**config.mk**
```make
export PLATFORM = sky130hd
export DESIGN_NAME = seq_mult
export DESIGN_NICKNAME = d
export VERILOG_FILES = /design/src/rtl/seq_mult_pkg.sv /design/src/rtl/mult_sign_fix.sv /design/src/rtl/seq_mult.sv
export SDC_FILE = /design/constraint.sdc
export NUM_CORES = 1
export LEC_CHECK = 0
export ABC_AREA = 1
export CAP_MARGIN = 20
export CORE_UTILIZATION = 56
export DETAILED_ROUTE_END_ITERATION = 16
export GPL_TIMING_DRIVEN = 0
export PLACE_DENSITY_LB_ADDON = 0.25
export REMOVE_ABC_BUFFERS = 1
export SETUP_SLACK_MARGIN = 0.4
export SLEW_MARGIN = 20
export SYNTH_ARGS = -nofsm -noshare
export SYNTH_HDL_FRONTEND = slang
export SYNTH_SLANG_ARGS = --single-unit
```
**constraint.sdc**
```tcl
create_clock -name CLK -period 2.9 [get_ports CLK]
set_clock_uncertainty 0.15 [all_clocks]
set_input_delay 0.725 -clock CLK [delete_from_list [all_inputs] [get_ports CLK]]
set_output_delay 0.725 -clock CLK [all_outputs]
set_load 0.05 [all_outputs]
```
**src/rtl/seq_mult_pkg.sv**
```systemverilog
// seq_mult_pkg: shared state encodings and sizing helpers for the sequential multiplier
package seq_mult_pkg;
  typedef enum logic [1:0] {ST_IDLE = 2'd0, ST_RUN = 2'd1, ST_DONE = 2'd2} state_t;
  function automatic int cnt_width(input int n);
    return $clog2(n + 1);
  endfunction
endpackage

```
**src/rtl/mult_sign_fix.sv**
```systemverilog
// mult_sign_fix: conditional two's-complement negate
module mult_sign_fix #(parameter int W = 8) (
  input  logic [W-1:0] d,
  input  logic         neg,
  output logic [W-1:0] q
);
  always_comb q = neg ? -d : d;
endmodule

```
**src/rtl/seq_mult.sv**
```systemverilog
// seq_mult: shift-add multiplier, one partial product per clock, signed/unsigned per operation
module seq_mult import seq_mult_pkg::*; #(parameter int N = 8) (
  input  logic         CLK,
  input  logic         RST,
  input  logic         IN_VALID,
  output logic         IN_READY,
  input  logic [N-1:0] A,
  input  logic [N-1:0] B,
  input  logic         SIGNED,
  output logic         OUT_VALID,
  input  logic         OUT_READY,
  output logic [2*N-1:0] M
);
  localparam int CW = cnt_width(N);
  state_t state, nxt;
  logic [CW-1:0] cnt;
  logic [N-1:0] mcand, a_mag, b_mag;
  logic [2*N-1:0] p, p_step, m_fix;
  logic [N:0] sum;
  logic neg, last, accept;
  mult_sign_fix #(.W(N)) u_fix_a (.d(A), .neg(SIGNED & A[N-1]), .q(a_mag));
  mult_sign_fix #(.W(N)) u_fix_b (.d(B), .neg(SIGNED & B[N-1]), .q(b_mag));
  mult_sign_fix #(.W(2*N)) u_fix_m (.d(p_step), .neg(neg), .q(m_fix));
  always_comb begin
    accept = (state == ST_IDLE) & IN_VALID;
    last = (cnt == CW'(1));
    sum = {1'b0, p[2*N-1:N]} + {1'b0, p[0] ? mcand : '0};
    p_step = {sum, p[N-1:1]};
    IN_READY = (state == ST_IDLE);
    OUT_VALID = (state == ST_DONE);
    nxt = (state == ST_IDLE) ? (IN_VALID ? ST_RUN : ST_IDLE) :
          (state == ST_RUN) ? (last ? ST_DONE : ST_RUN) :
          (state == ST_DONE) ? (OUT_READY ? ST_IDLE : ST_DONE) : ST_IDLE;
  end
  always_ff @(posedge CLK or posedge RST)
    if (RST) state <= ST_IDLE;
    else state <= nxt;
  // Upper half of p accumulates, lower half holds the remaining multiplier bits.
  always_ff @(posedge CLK or posedge RST)
    if (RST) begin
      cnt <= '0;
      mcand <= '0;
      p <= '0;
      neg <= 1'b0;
      M <= '0;
    end else if (accept) begin
      cnt <= CW'(N);
      mcand <= a_mag;
      p <= {{N{1'b0}}, b_mag};
      neg <= SIGNED & (A[N-1] ^ B[N-1]);
    end else if (state == ST_RUN) begin
      cnt <= cnt - CW'(1);
      p <= p_step;
      if (last) M <= m_fix;
    end
endmodule

```
==> results.cfg, run 1 <==
[placed_design]
numPortBuffers = 38
dpl_worst_slack_ps = -23.2
place_congestion = 0.860
place_hpwl_mm = 4.58

[cts]
cts_tree = built
clock_latency_ps = 300
root_buffer = clkbuf_8
cts_buffer_depth = 2
clock-sinks = 47
htree_levels = 2
numCtsBuffers = 5
path_clk_slew_ps = 90

[floorplan]
rows = 26
initial_core_util_pct = 58.7
io_pins = 39
fp.dieArea_sq_mm = 0.00572
design.core.area_sq_mm = 0.00517
fp.dieW_um = 75.7
die_height_um = 75.7

[routing]
wire_per_inst_um = 11.8
drt-pass1-iter-count = 4
drc = 0
wirelength_mm = 5.98
ant_nets = 0
via_count = 2615
drt_iter0_drc = 126
drt-vias-per-instance = 5.15

[setup_path]
crit_chain = nor2_1, dlygate4sd2_1
worstPathArrival_ps = 1480
required_ps = 2030
path_max_fanout = 4
critical-path-max-stage-delay_ps = 560
r2r_end = M[14]$_DFFE_PP0P_
r2r-start = p[0]$_DFFE_PP0P_
cp_slowest_cell = dlygate4sd2_1
crit_end = IN_READY
r2r_slack_ps = 560
crit_start = state[0]$_DFF_PP0_
reg2regPathDepth = 13
critPathKind = reg2out
worstSetupStartpointType = register
cp-end-kind = output port

[flow_run]
maxCapViolCount = 0

[timing]
hold_violations = 0
layout_setup_ws_ps = 549
layout_min_cycle_time_ps = 2350
worst_pin_slew_ps = 514
slew_violations = 0
finalSetupViolCount = 0
slew_headroom_pct = 65.7
fin_crit_sh_pct = 81.1
rsz0062_at_grt = false
fmax_ghz = 0.425

[pwr]
vdd_drop_max_mv = 0.481
power.leakage_nw = 1.80
pwr_density_cell_mw_per_mm2 = 1120
power_mw = 4.03

[logic_synthesis]
post_synth.cell_area_avg_sq_um = 7.61
syn_inst = 399
ys_warn_count = 0
seq_area_frac_synth_pct = 38.7
synthDistinctLibCells = 32
synth_seq_cells = 47
syn_area_sq_mm = 0.00304

[layout]
multi_input_area_sq_mm = 0.00161
drive_above_1_share_pct = 11.9
diodes = 0
seq_area_sq_mm = 0.00118
synthToLayoutAreaGrowth_pct = 18.3
num-fill-cells = 439
fin_nets = 472

[grt]
grt_max_degree = 30
grt_pass1_vias = 2252
grt_pass1_wl_mm = 9.83
antenna_found_initial = 0
overflow = 0
grt_usage_pct = 22.7

[worst_hold_path]
holdPathStages = 2
hold_class = reg2reg

[outcome]
status = complete, no violations
[cell families after synthesis]
logic type               share of synthesized area [%]
AO/OA/AOI/OAI                                     11.5
XOR/XNOR                                          6.34
adder cells (fa/ha/maj)                           6.01
buffers and inverters                             8.86
flip-flops                                        38.7
AND/OR/NAND/NOR                                   28.6
[power breakdown]
part	total (mW)	switching (mW)	internal [mW]
clock network	0.410	0.214	0.195
logic	2.45	1.60	0.845
registers	1.17	0.216	0.956
total	4.03	2.03	2.00
[registers in the layout, summed over array words and instances, names as in the netlist]
signal  count
mcand       8
neg         1
M          16
cnt         4
p          16
state       2
[worst max-delay path, delay by kind of cell (launching register included)]
family	cells	cell delay [ps]
simple gates	1	210
buf+inv	1	560
flops	1	410
[metrics by stage]
stage	area (sq um)	cells	TNS (ps)	hold WS, ps	utilization [%]
floorplan	2990	390	0	303	-
global placement	3460	498	0	312	66.9
detailed placement	3480	499	-23.2	315	67.2
CTS	3580	507	0	337	69.1
global route	3590	508	0	362	69.5
finish	3590	508	0	331	69.5
[metal layers]
metal  vias up  share of wire (%)  global-route usage, %
li1       1348                  -                      -
met1      1197                 48                   30.8
met2        64                 47                   37.0
met3         6                4.2                   4.89
met4         0                1.1                   5.76
met5         -                  0                      0
[Yosys cell counts]
cell type	n	share of area, %
nand2_4	2	0.74
o221ai_1	2	0.58
ha_1	13	5.4
nor2_2	3	0.62
a31oi_1	2	0.41
o31ai_1	2	0.49
nand3_1	20	3.3
clkbuf_1	5	0.62
nor4_1	1	0.21
nor2_4	3	1.1
inv_2	7	0.87
o21ai_0	41	6.8
xnor2_1	2	0.58
nand4_1	1	0.21
clkbuf_8	1	0.45
nor3_1	3	0.49
nor3b_1	1	0.25
buf_2	3	0.49
nand2_2	13	2.7
inv_1	52	6.4
nand3_2	10	3.3
fa_1	1	0.66
nand3b_1	1	0.25
a21oi_2	1	0.29
o21ai_1	6	0.99
dfrtp_1	47	39
nand2_1	99	12
a22oi_1	1	0.25
nor2_1	26	3.2
o22ai_1	2	0.41
xor2_1	20	5.8
a21oi_1	8	1.3
[layout make-up]
class,count,share of cell area [%]
multi-input cells,284,44.7
repair buffers,40,11.3
clock inverters,1,0.244
flip-flops and latches,47,32.8
inverters,59,6.16
clock buffers,7,2.40
well taps,70,2.44
[repair_timing]
item                       CTS  global route
gates resized for setup      3             4
buffers inserted             0             1
hold buffers                 0             0
setup endpoints to repair    9             6
[layout by cell type (no fill, tap or decap), types with 8 or more instances in the layout]
cell	n
inv_2	8
nand3_1	20
dfrtp_1	46
ha_1	13
o21ai_0	41
inv_1	51
nor2_1	25
nand2_1	99
nand2_2	12
clkdlybuf4s50_1	36
xor2_1	20
a21oi_1	8
nand3_2	10
[worst min-delay path by stage]
| stage | startpoint | to | slack [ps] |
|---|---|---|---|
| 6_report | M[14]$_DFFE_PP0P_ | M[14]$_DFFE_PP0P_ | 330 |
| 4_1_cts | M[14]$_DFFE_PP0P_ | M[14]$_DFFE_PP0P_ | 340 |
| 3_3_place_gp | M[13]$_DFFE_PP0P_ | M[13]$_DFFE_PP0P_ | 310 |
| 5_1_grt | M[11]$_DFFE_PP0P_ | M[11]$_DFFE_PP0P_ | 360 |
| 3_5_place_dp | M[14]$_DFFE_PP0P_ | M[14]$_DFFE_PP0P_ | 320 |
| 2_1_floorplan | mcand[0]$_DFFE_PP0P_ | mcand[0]$_DFFE_PP0P_ | 300 |
(Power assumes the default switching activity.)
==> inputs of run 2 (changes only) <==
--- a/config.mk
+++ b/config.mk
@@ -7,7 +7,7 @@
 export LEC_CHECK = 0
 export ABC_AREA = 1
 export CAP_MARGIN = 20
-export CORE_UTILIZATION = 56
+export CORE_UTILIZATION = 50
 export DETAILED_ROUTE_END_ITERATION = 16
 export GPL_TIMING_DRIVEN = 0
 export PLACE_DENSITY_LB_ADDON = 0.25
==> constraint.sdc (replaced) <==
create_clock -name CLK -period 2 [get_ports CLK]
set_clock_uncertainty 0.15 [all_clocks]
set_input_delay 0.5 -clock CLK [delete_from_list [all_inputs] [get_ports CLK]]
set_output_delay 0.5 -clock CLK [all_outputs]
set_load 0.05 [all_outputs]
==> results.cfg, run 2 (synthesized netlist as in run 1, its figures left out) <==
[layout]
fin_nets = 509
stdcell_count = 550
final_common_cell = nand2_1
post-route-cell-area_sq_mm = 0.00421
layout_common_cells = 87 x nand2_1, 43 x dfrtp_1, 39 x inv_1
drive_above_1_share_pct = 35.6
diodes = 0
synthToLayoutAreaGrowth_pct = 38.7
reg_top3 = M x16, p x16, mcand x8

[pwr]
internal_power_mw = 3.77
vdd_drop_max_mv = 0.909
comb_power_share_pct = 66.6
pwr_density_cell_mw_per_mm2 = 1790
pwr-share-clk_pct = 9.9
power.leakage_nw = 2.07
p_sw_share_pct = 49.9
p_seq_share_pct = 23.5
p_sw_mw = 3.76

[cts]
root_buffer = clkbuf_8
cts_tree = built
numCtsBuffers = 5
path_clk_slew_ps = 100
clock_latency_ps = 320
htree_levels = 2
clock-sinks = 47
hold_buffers = 0
cts_buffer_depth = 2

[floorplan]
rows = 28
design.core.area_sq_mm = 0.00589
initial_core_util_pct = 51.6
fp.dieArea_sq_mm = 0.00639
fp.dieW_um = 79.9
die_height_um = 79.9
io_pins = 39

[routing]
wl_met1_mm = 3.46
wl_met2_mm = 4.30
wl_met3_um = 375
drt-pass1-iter-count = 11
wirelength_mm = 8.28
top_layer_used = met4
wire_per_inst_um = 15.0
drt-vias-per-instance = 5.40
drc = 2
ant_nets = 0
via_count = 2969
drt_iter0_drc = 197

[grt]
overflow = 0
grt_usage_pct = 24.0
grt_pass1_vias = 2560
grt_pass1_wl_mm = 11.7
antenna_found_initial = 0
grt_max_degree = 32

[placed_design]
numPortBuffers = 38
place_inst = 504
placed_area_sq_mm = 0.00348
place_hpwl_mm = 4.67
place_congestion = 0.808

[timing]
layout_min_cycle_time_ps = 2240
fmax_ghz = 0.446
rsz0062_at_grt = true
slew_violations = 0
worst_pin_slew_ps = 420
hold_violations = 0
fin_crit_sh_pct = 112
holdWs_ps = 321
slew_headroom_pct = 72.0
layout_setup_ws_ps = -243
finalSetupViolCount = 8

[setup_path]
path_common_cell = nand2_2
worstPathArrival_ps = 2300
reg2regPathDepth = 13
r2r_slack_ps = -240
critPathKind = reg2reg
r2r_end = M[14]$_DFFE_PP0P_
worstSetupStartpointType = register
path_max_fanout = 4
required_ps = 2060
crit_chain = nand2_2, inv_2, ha_4, fa_2, xor2_1, inv_2, nand2_2, nor2_4, nand3_2, nand2_2, nand3_1, nand3_1, nand2_1
r2r-start = p[0]$_DFFE_PP0P_
critical-path-max-stage-delay_ps = 430
cp-end-kind = register
crit_start = p[0]$_DFFE_PP0P_
cp_slowest_cell = dfrtp_2

[worst_hold_path]
hold_class = in2async

[outcome]
violations = design-rule violations, negative setup slack
status = complete, but fails checks

[flow_run]
maxCapViolCount = 0
-- run 2: worst max-delay path, delay by kind of cell, from the launching register on --
family	cells	cell delay [ps]
XOR/XNOR	1	160
flip-flops	1	430
adder cells (fa/ha/maj)	2	530
buffers and inverters	2	150
AND/OR/NAND/NOR	8	700
-- run 2: routing by layer --
layer | up-vias | track usage [%]
met5 | - | 0
met4 | 0 | 7.32
li1 | 1422 | -
met1 | 1416 | 31.7
met2 | 112 | 40.4
met3 | 19 | 3.43
-- run 2: worst max-delay path by stage --
stage	to
floorplan	p[7]$_DFFE_PP0P_
global placement	p[7]$_DFFE_PP0P_
detailed placement	p[7]$_DFFE_PP0P_
CTS	M[15]$_DFFE_PP0P_
global route	M[15]$_DFFE_PP0P_
finish	M[14]$_DFFE_PP0P_
-- run 2: power by group through the flow --
stage          Sequential [mW]  Clock, mW  Combinational [mW]
4_1_cts                   1.73      0.744                4.14
3_3_place_gp              1.70          0                3.38
5_1_grt                   1.82      0.795                5.39
6_report                  1.77      0.744                5.01
3_5_place_dp              1.72          0                3.46
2_1_floorplan             2.13          0                2.17
-- run 2: through the flow --
stage	total power, mW	utilization, %	TNS, ps	setup WS, ps
2_1_floorplan	4.30	-	-7050	-385
3_3_place_gp	5.08	58.9	-42870	-706
3_5_place_dp	5.18	59.2	-12470	-709
4_1_cts	6.61	66.2	-681	-175
5_1_grt	8.00	71.6	-1980	-322
6_report	7.52	71.6	-1270	-243
-- run 2: what timing repair did --
item / CTS / global route
resized for setup: 179 / 64
endpoints found under the setup margin: 59 / 57
pin swaps: 38 / 19
gates cloned: 1 / 3
setup buffers: 16 / 18
-- run 2: layout make-up --
class	count	area (sq um)
inverter	59	246
tap	75	93.8
multi-input combinational	286	1920
timing repair inverter	2	12.5
sequential	47	1180
timing repair buffer	73	646
clock inverter	3	47.5
fill	431	1670
clock buffer	5	68.8
==> inputs of run 3 (changes only) <==
--- a/config.mk
+++ b/config.mk
@@ -7,7 +7,7 @@
 export LEC_CHECK = 0
 export ABC_AREA = 1
 export CAP_MARGIN = 20
-export CORE_UTILIZATION = 50
+export CORE_UTILIZATION = 40
 export DETAILED_ROUTE_END_ITERATION = 16
 export GPL_TIMING_DRIVEN = 0
 export PLACE_DENSITY_LB_ADDON = 0.25
==> results.cfg, run 3 (synthesized netlist as in run 1, its figures left out) <==
[outcome]
status = complete, but fails checks
violations = negative setup slack

[layout]
synthToLayoutAreaGrowth_pct = 42.3
seq_area_sq_mm = 0.00118
num-fill-cells = 659
drive_above_1_share_pct = 39.7
stdcell_count = 575
final_common_cell = nand2_1
diodes = 0
reg_top3 = M x16, p x16, mcand x8
fin_nets = 510
utilization_pct = 59.3
layout_common_cells = 81 x nand2_1, 43 x dfrtp_1, 34 x inv_1
multi_input_area_sq_mm = 0.00203

[timing]
fmax_ghz = 0.448
fin_crit_sh_pct = 111
hold_violations = 0
layout_setup_ws_ps = -230
rsz0062_at_grt = true
worst_pin_slew_ps = 372
layout_min_cycle_time_ps = 2230
finalSetupViolCount = 9
slew_violations = 0
holdWs_ps = 326
slew_headroom_pct = 75.1

[floorplan]
die_height_um = 89.2
initial_core_util_pct = 41.7
fp.dieArea_sq_mm = 0.00795
fp.dieW_um = 89.2
rows = 31
design.core.area_sq_mm = 0.00729
io_pins = 39

[pwr]
power_mw = 7.48
power.leakage_nw = 2.10
vdd_drop_max_mv = 0.546
pwr_density_cell_mw_per_mm2 = 1730

[placed_design]
place_inst = 528
place_hpwl_mm = 4.94
place_congestion = 0.841
numPortBuffers = 38
dpl_worst_slack_ps = -739

[routing]
drt-pass1-iter-count = 4
via_count = 2824
drt-vias-per-instance = 4.91
drc = 0
ant_nets = 0
wire_per_inst_um = 13.7
drt_iter0_drc = 142
wirelength_mm = 7.88

[setup_path]
required_ps = 2050
path_common_cell = nand2_2
cp-end-kind = register
worstSetupStartpointType = register
critical-path-max-stage-delay_ps = 440
critPathKind = reg2reg
path_buf_inv = 1
cp_slowest_cell = dfrtp_2
crit_family = simple AND/OR/NAND/NOR gates
worstPathArrival_ps = 2280
crit_chain = nand2_2, inv_2, ha_4, fa_2, nand2_2, nand3_4, nand3_4, nand2_4, nand2_2, nand2_2, nor2_2, nand2_2, nand2_1, nand2_1, nand3_1, nand2_1
path_max_fanout = 3

[worst_hold_path]
hold_class = in2async

[cts]
htree_levels = 2
cts_tree = built
clock_latency_ps = 300
root_buffer = clkbuf_8
numCtsBuffers = 5
hold_buffers = 0
cts_buffer_depth = 2
path_clk_slew_ps = 90
clock-sinks = 47

[grt]
grt_usage_pct = 19.0
grt_pass1_vias = 2508
grt_max_degree = 32
antenna_found_initial = 0
overflow = 0
grt_pass1_wl_mm = 11.6

[flow_run]
maxCapViolCount = 0
run 3: cell types whose count changed in the layout (fill, tap and decap cells not counted), moves of 3 or more:
cell / previous run / this run
buf_2: 1 / 12
buf_6: 4 / 9
clkbuf_4: 12 / 5
inv_1: 39 / 34
inv_2: 16 / 22
nand2_1: 87 / 81
nand2_4: 7 / 11
nand3_1: 15 / 11
nand3_4: 2 / 5
run 3: worst paths after layout:
kind,slack (ps),cells past startpoint,to,from
max,-230,16,M[15]$_DFFE_PP0P_,p[0]$_DFFE_PP0P_
min,330,2,M[2]$_DFFE_PP0P_,RST
max reg2reg,-230,16,M[15]$_DFFE_PP0P_,p[0]$_DFFE_PP0P_
min reg2reg,330,2,M[13]$_DFFE_PP0P_,M[13]$_DFFE_PP0P_
max in group asynchronous,870,3,p[0]$_DFFE_PP0P_,RST
min in group CLK,330,2,M[13]$_DFFE_PP0P_,M[13]$_DFFE_PP0P_
run 3: worst reg2reg max path, stage by stage, from the launching register on:
cell and delay, ps:
dfrtp_2 440, nand2_2 70, inv_2 50, ha_4 160, fa_2 370, nand2_2 100, nand3_4 80, nand3_4 90
nand2_4 70, nand2_2 70, nand2_2 70, nor2_2 120, nand2_2 70, nand2_1 60, nand2_1 50, nand3_1 70
nand2_1 50
run 3: what timing repair did:
item / in CTS / in global routing
endpoints found under the setup margin: 60 / 43
pin swaps: 38 / 30
gates resized for setup: 186 / 74
setup buffers: 19 / 19
cloned: 1 / 0
run 3: routing by layer:
metal / part of all wire, % / global-route usage (%)
met1: 46 / 25.8
met2: 49 / 31.6
met3: 3.5 / 3.51
met4: 1.5 / 4.04
met5: 0 / 0
run 3: layout make-up:
| type | count | share of cell area, % |
|---|---|---|
| clock buffers | 7 | 2.00 |
| clock inverters | 1 | 0.203 |
| inverters | 59 | 5.47 |
| multi-input cells | 285 | 47.0 |
| flip-flops and latches | 47 | 27.3 |
| well taps | 99 | 2.86 |
| repair buffers | 77 | 15.1 |
run 3: power breakdown:
part	internal, mW	total (mW)	switching [mW]	leakage (nW)
sequential	1.39	1.75	0.362	0.580
clock	0.284	0.614	0.330	0.0484
combinational	2.09	5.12	3.03	1.47
run 3: stage by stage:
stage	setup TNS [ps]	instance area, sq um
2_1_floorplan	-7050	2990
3_3_place_gp	-45520	3490
3_5_place_dp	-13140	3510
4_1_cts	-843	3960
5_1_grt	-1940	4320
6_report	-1170	4320
